File: config.mk
export PLATFORM = sky130hd
export DESIGN_NAME = ax301_segment_scanner
export DESIGN_NICKNAME = d
export VERILOG_FILES = /design/src/rtl/ax301_segment_scanner.sv
export SDC_FILE = /design/constraint.sdc
export NUM_CORES = 1
export LEC_CHECK = 0
export CAP_MARGIN = 20
export CORE_MARGIN = 4
export CORE_UTILIZATION = 40
export DETAILED_ROUTE_END_ITERATION = 10
export PLACE_DENSITY = 0.65
export REMOVE_ABC_BUFFERS = 1
export SYNTH_ARGS = -nofsm -noshare
export SYNTH_HDL_FRONTEND = slang
export SYNTH_SLANG_ARGS = --single-unit
export TNS_END_PERCENT = 1
File: constraint.sdc
create_clock -name CLK -period 5.1 [get_ports CLK]
set_clock_uncertainty 0.2 [all_clocks]
set_input_delay 1.275 -clock CLK [delete_from_list [all_inputs] [get_ports CLK]]
set_output_delay 1.275 -clock CLK [all_outputs]
set_load 0.1 [all_outputs]
File: src/rtl/ax301_segment_scanner.sv
// ax301_segment_scanner
//   Time-multiplexed scan controller for the AX301 6-digit 7-segment display.
//   Holds six hex digits plus decimal points and blank flags in a shadow
//   buffer and decodes them. It cycles the digit selects one at a time, with
//   an all-off gap between digits to suppress ghosting. Host updates land in
//   a pending buffer and are copied to the shadow only at a frame boundary,
//   or while idle.
//
// Optional feature: define SEG_SCAN_BRIGHTNESS_EN to add a brightness[3:0]
//   input that shortens the active part of each digit slot.
//
// Ports
//   CLK         system clock
//   nRST        synchronous active-low reset
//   enable      1 = scan, 0 = display off
//   upd_valid   host offers new display content
//   upd_ready   pending buffer empty; update taken on valid & ready
//   upd_digits  six nibbles, digit i = [4i+3:4i]
//   upd_dp      decimal point per digit, 1 = lit
//   upd_blank   1 = digit dark (select still driven)
//   brightness  (optional) active-slot length, 15 = full slot
//   frame_done  1-cycle pulse after the digit-5 slot and its gap
//   seg_ctrl    {sel[5:0], segment[7:0]}, both active-low
module ax301_segment_scanner #(
  parameter int SLOT_CYCLES  = 50000,
  parameter int BLANK_CYCLES = 500
) (
  input  logic        CLK,
  input  logic        nRST,
  input  logic        enable,
  input  logic        upd_valid,
  output logic        upd_ready,
  input  logic [23:0] upd_digits,
  input  logic [5:0]  upd_dp,
  input  logic [5:0]  upd_blank,
`ifdef SEG_SCAN_BRIGHTNESS_EN
  input  logic [3:0]  brightness,
`endif
  output logic        frame_done,
  output logic [13:0] seg_ctrl
);

  localparam int MAXC = (SLOT_CYCLES > BLANK_CYCLES) ? SLOT_CYCLES : BLANK_CYCLES;
  localparam int CW   = (MAXC < 2) ? 1 : $clog2(MAXC);
  localparam logic [CW-1:0] SLOT_LAST  = CW'(SLOT_CYCLES - 1);
  localparam logic [CW-1:0] BLANK_LAST = CW'((BLANK_CYCLES == 0) ? 0 : BLANK_CYCLES - 1);

  typedef enum logic [1:0] {IDLE, SHOW, BLANK} state_e;
  typedef struct packed {
    logic [23:0] digits;
    logic [5:0]  dp;
    logic [5:0]  blank;
  } disp_t;

  state_e        state_q, state_d;
  logic [CW-1:0] ctr_q, ctr_d;
  logic [2:0]    idx_q, idx_d, idx_nxt;
  disp_t         pend_q, pend_d, shadow_q, shadow_d;
  logic          pend_vld_q, pend_vld_d;
  logic [5:0]    sel_q, sel_d;
  logic [7:0]    seg_q, seg_d;
  logic          ready_q, ready_d;
  logic          fd_q, fd_d;
  logic          boundary, accept, apply;
`ifdef SEG_SCAN_BRIGHTNESS_EN
  logic [3:0]    bright_q, bright_d;
  logic          sel_on;
`endif

  // Active-low decode, dp bit (bit 7) off.
  function automatic logic [7:0] decode(input logic [3:0] n);
    case (n)
      4'h0: decode = 8'hC0;  4'h1: decode = 8'hF9;
      4'h2: decode = 8'hA4;  4'h3: decode = 8'hB0;
      4'h4: decode = 8'h99;  4'h5: decode = 8'h92;
      4'h6: decode = 8'h82;  4'h7: decode = 8'hF8;
      4'h8: decode = 8'h80;  4'h9: decode = 8'h90;
      4'hA: decode = 8'h88;  4'hB: decode = 8'h83;
      4'hC: decode = 8'hC6;  4'hD: decode = 8'hA1;
      4'hE: decode = 8'h86;  default: decode = 8'h8E;
    endcase
  endfunction

  assign idx_nxt = (idx_q == 3'd5) ? 3'd0 : idx_q + 3'd1;

  // Next-state: scan sequencing. boundary marks the edge leaving digit 5.
  always_comb begin
    state_d  = state_q;
    ctr_d    = ctr_q;
    idx_d    = idx_q;
    boundary = 1'b0;
    if (!enable) begin
      state_d = IDLE;
      ctr_d   = '0;
      idx_d   = '0;
    end else begin
      case (state_q)
        IDLE: begin
          state_d = SHOW;
          ctr_d   = '0;
          idx_d   = '0;
        end
        SHOW: begin
          if (ctr_q == SLOT_LAST) begin
            ctr_d = '0;
            if (BLANK_CYCLES == 0) begin
              idx_d    = idx_nxt;
              boundary = (idx_q == 3'd5);
            end else begin
              state_d = BLANK;
            end
          end else begin
            ctr_d = ctr_q + CW'(1);
          end
        end
        BLANK: begin
          if (ctr_q == BLANK_LAST) begin
            ctr_d    = '0;
            state_d  = SHOW;
            idx_d    = idx_nxt;
            boundary = (idx_q == 3'd5);
          end else begin
            ctr_d = ctr_q + CW'(1);
          end
        end
        default: state_d = IDLE;
      endcase
    end
  end

  // Double buffering: accept needs an empty pending slot, apply needs a full
  // one, so the two never coincide.
  always_comb begin
    accept     = upd_valid & ready_q;
    apply      = pend_vld_q & (boundary | (state_q == IDLE));
    shadow_d   = apply ? pend_q : shadow_q;
    pend_d     = accept ? disp_t'{upd_digits, upd_dp, upd_blank} : pend_q;
    pend_vld_d = accept | (pend_vld_q & ~apply);
    ready_d    = ~pend_vld_d;
    fd_d       = boundary;
  end

  // Outputs are registered from the next-state values, so a new digit shows
  // on the cycle right after the transition is sampled.
  always_comb begin
    sel_d = 6'h3F;
    seg_d = 8'hFF;
`ifdef SEG_SCAN_BRIGHTNESS_EN
    bright_d = (state_d == SHOW && ctr_d == '0) ? brightness : bright_q;
    sel_on   = (bright_d == 4'hF) ||
               (int'(ctr_d) < (SLOT_CYCLES >> 4) * (int'(bright_d) + 1));
`endif
    if (state_d == SHOW) begin
      sel_d = ~(6'b1 << idx_d);
      if (!shadow_d.blank[idx_d])
        seg_d = decode(shadow_d.digits[{idx_d, 2'b00} +: 4]) & ~{shadow_d.dp[idx_d], 7'b0};
`ifdef SEG_SCAN_BRIGHTNESS_EN
      if (!sel_on) sel_d = 6'h3F;
`endif
    end
  end

  always_ff @(posedge CLK) begin
    if (!nRST) begin
      state_q    <= IDLE;
      ctr_q      <= '0;
      idx_q      <= '0;
      pend_q     <= '0;
      pend_vld_q <= 1'b0;
      shadow_q   <= '0;
      sel_q      <= 6'h3F;
      seg_q      <= 8'hFF;
      ready_q    <= 1'b1;
      fd_q       <= 1'b0;
`ifdef SEG_SCAN_BRIGHTNESS_EN
      bright_q   <= 4'hF;
`endif
    end else begin
      state_q    <= state_d;
      ctr_q      <= ctr_d;
      idx_q      <= idx_d;
      pend_q     <= pend_d;
      pend_vld_q <= pend_vld_d;
      shadow_q   <= shadow_d;
      sel_q      <= sel_d;
      seg_q      <= seg_d;
      ready_q    <= ready_d;
      fd_q       <= fd_d;
`ifdef SEG_SCAN_BRIGHTNESS_EN
      bright_q   <= bright_d;
`endif
    end
  end

  assign upd_ready  = ready_q;
  assign frame_done = fd_q;
  assign seg_ctrl   = {sel_q, seg_q};

endmodule

==> results.txt <==
* Post-detail-place hpwl: 9.06 mm
- For the worst-skew pair, the clock arrives at the later sink with an insertion delay of 0.36 ns.
* Combinational family with the most area after synthesis: simple AND/OR/NAND/NOR gates
* Highest cell delay on the worst timing path: 0.51 ns
- Register cell area after layout: 0.00220 mm^2
* Vias per inst: 5.42
- Number of input and output port buffers inserted: 55
* Diode insertion count for antenna repair: 0
* Post-synthesis cell area: 0.00537 mm^2
- Simple-gate portion of the synthesized area: 0.253
- Number of enable-type register cells in the synthesized netlist: 0
- Residual overflow from global routing: 0
- CTS root buffer: sky130_fd_sc_hd__clkbuf_16
- STA classifies the critical path endpoint as a flop.
- For this design the top-level I/O count stands at 56.
* CTS clk-pin slew, worst paths: 0.08 ns
* Layout cell share with drive strength beyond 1: 0.0607
* # hold bufs at CTS: 0
- Of the post-synthesis cell area, the part taken by muxes is 0.0622.
- Leading cell type by number of instances after synthesis: sky130_fd_sc_hd__dfxtp_1
- Class of the most critical hold timing path: reg -> reg
- Synth Area in Adders: 0.0280
- Compound-cell area share of the yosys netlist: 0.196
- Gate family responsible for the most delay along the worst path: compound AO/OA/AOI/OAI gates
* Total of warnings raised by yosys: 0
* Buffer depth of the longest clock path: 2
- The netlist uses 50 different library cells.
* Synthesized instance count: 633
- Number of gates resized after cts: 0
- For this run, asynchronously set or reset flops after synthesis account for 0.
- Static Leakage: 2.41 nW
- Final worst hold slack: 0.267 ns
* Post-detailed-route count of antenna-violating nets: 0
- For this design, the slowest cell found on the critical path is sky130_fd_sc_hd__clkdlybuf4s50_1.
- Of the synthesized area, sequential elements account for 0.410.
* Area growth from synthesis to final layout: 17.7%
- Length of the first detailed-routing pass in iterations: 5
- Worst rel slew slack: 0.338
- Die H: 124 um
* Cell Pwr Density: 279 mW/mm^2
* Area share of xor/xnor cells in the synthesized design: 0
* Hold Vio Cnt, Final: 0
- DRT Wirelength: 12.8 mm
- The run finished with clean final reports.
- Global-route wire length before repair: 21.2 mm
* Arrival time of data at the critical path endpoint: 4.62 ns
- Unrepaired setup endpoints after global routing: no
* Most area-consuming cells after synthesis: sky130_fd_sc_hd__dfxtp_1, sky130_fd_sc_hd__nand2_1, sky130_fd_sc_hd__a21boi_0
- Initial antenna violation count: 0
- The worst path needs 4.54 ns of the cycle, external delays included.
- Starting density of the core: 0.407
- Total power consumption of the routed design: 1.76 mW
* Endpoints failing setup: 0
- Synthesized area divided by synthesized cell count: 8.48 um^2
- At the end of the flow the core is filled with cells to 0.479.
- Detailed routing inserted a total of 4,613 vias.
* Nets: 723
- Flops & latches, synth: 110
* Setup TNS: 0 ns
- Across every metal layer, demand over resource in global routing totals 0.173.
- Worst VDD drop: 0.000178 V
* Area of combinational cells with multiple inputs: 0.00290 mm^2
- Vias in the first global route: 4,400
- STA puts the critical path data required time at 5.18 ns.
- Crit path buf inv count: 3
* Routability cong.: 0.833
- Site row count: 42
- Most frequent cells after synthesis: sky130_fd_sc_hd__dfxtp_1, sky130_fd_sc_hd__nand2_1, sky130_fd_sc_hd__a21boi_0
- Core Area: 0.0132 mm^2
* Top achievable clock speed: 220 MHz
- In this run, CTS created clock tree buffers numbering 9.
- Crit-path cells: clkdlybuf4s50_1, and4b_1, a21o_1, nand2_2, buf_4, mux2i_1, o221ai_1, o31a_1, inv_1, ha_1, nor2_1, a21oi_1, a31oi_1
- Overall die area: 0.0153 mm^2
- Most used flip-flop cell after synthesis: sky130_fd_sc_hd__dfxtp_1
- Kind of start point of the critical path: input port
- The H-tree was split into 3 levels.
* 1st-iter DRT viols: 398
* DRC Markers: 0
* Pin count of the biggest net entering global routing: 78
- Worst-margin pin slew: 0.991 ns
- Total clock sinks: 110
- WL per Instance: 15.0 um
- The tool flagged a number of max-cap violations equal to 0.
- CTS tree: yes
- Max Transition Viols Final: 0
- Final Cycle Share: 0.890
- Buffers inserted during post-CTS setup optimization: 0
* Share of the synthesized area in the top cell type: 0.410
* Filler instances: 1,295
* Peak fanout along the critical path: 14
- Worst Path Class, Setup: in -> reg
- Of all cell types, the one taking the most synthesized area is sky130_fd_sc_hd__dfxtp_1.
- From left edge to right edge, the die measures 124 um.
-- cells by family (layout without fill, tap and decap cells) --
logic type | after synthesis | in the layout
adder cells (fa/ha/maj) | 12 | 12
flip-flops | 110 | 110
multiplexers | 33 | 33
AND/OR/NAND/NOR | 263 | 263
buffers and inverters | 62 | 104
AO/OA/AOI/OAI | 153 | 153
-- cell usage in the layout, fill, tap and decap left out, types with 4 or more instances in the layout --
master                            count
sky130_fd_sc_hd__nor2b_1             37
sky130_fd_sc_hd__dfxtp_1            110
sky130_fd_sc_hd__nand3b_1            10
sky130_fd_sc_hd__nand2_1             97
sky130_fd_sc_hd__and2_1               6
sky130_fd_sc_hd__a211oi_1            11
sky130_fd_sc_hd__nand4_1              4
sky130_fd_sc_hd__and4_1               5
sky130_fd_sc_hd__nand3_1             18
sky130_fd_sc_hd__clkbuf_16            9
sky130_fd_sc_hd__mux2i_1             30
sky130_fd_sc_hd__a21boi_0            42
sky130_fd_sc_hd__o221ai_1            15
sky130_fd_sc_hd__ha_1                12
sky130_fd_sc_hd__o21ai_0             24
sky130_fd_sc_hd__o22ai_1              7
sky130_fd_sc_hd__or3_1                8
sky130_fd_sc_hd__buf_4               15
sky130_fd_sc_hd__clkdlybuf4s50_1     54
sky130_fd_sc_hd__o31a_1               5
sky130_fd_sc_hd__and3_1              16
sky130_fd_sc_hd__a21oi_1             27
sky130_fd_sc_hd__nor2_1              31
sky130_fd_sc_hd__nand2b_1            10
sky130_fd_sc_hd__nor3_1               5
sky130_fd_sc_hd__inv_1               18
sky130_fd_sc_hd__a41oi_1              8
-- metal layers --
metal	share of wire	vias to the layer above	track usage
li1	-	2309	-
met1	0.49	2167	0.235
met2	0.45	117	0.263
met3	0.041	20	0.0322
met4	0.024	0	0.0830
met5	0	-	0
-- registers in the layout, summed over array words and instances, names as in the netlist --
register,flops
pend_q,36
seg_q,8
ctr_q,16
sel_q,6
pend_vld_q,1
state_q,2
idx_q,3
frame_done,1
upd_ready,1
shadow_q,36
-- worst min-delay path, delay by kind of cell, from the launching register on --
family	cells	cell delay, ns
DFF	1	0.31
AOI/OAI and AO/OA	1	0.06
and+or+nand+nor	1	0.05
-- worst paths after layout --
kind	endpoint	slack (ns)	cells past startpoint	startpoint
max	seg_q[3]	0.56	13	enable
min	shadow_q[8]	0.27	2	shadow_q[8]
max reg2reg	seg_q[3]	1.02	14	ctr_q[0]
min reg2reg	shadow_q[8]	0.27	2	shadow_q[8]
-- power breakdown --
group          leakage, nW  internal [mW]  total (mW)  switching [mW]
Sequential           0.896          0.887       0.907          0.0194
Combinational         1.38         0.0793       0.191           0.112
Clock                0.134          0.334       0.665           0.331
-- layout make-up --
class / instances / share of cell area
timing repair buffer: 70 / 0.104
sequential: 110 / 0.348
multi-input combinational: 461 / 0.458
clock buffer: 9 / 0.0356
tap: 176 / 0.0348
inverter: 19 / 0.0113
clock inverter: 6 / 0.00732
-- per-stage QoR --
step | instance area [um^2] | worst slack [ns] | instances
floorplan | 5170 | 0.694 | 590
global placement | 6050 | 0.376 | 836
detailed placement | 6050 | 0.243 | 836
CTS | 6320 | 0.609 | 851
global route | 6320 | 0.327 | 851
finish | 6320 | 0.562 | 851
Power figures use the tool's default switching activity.
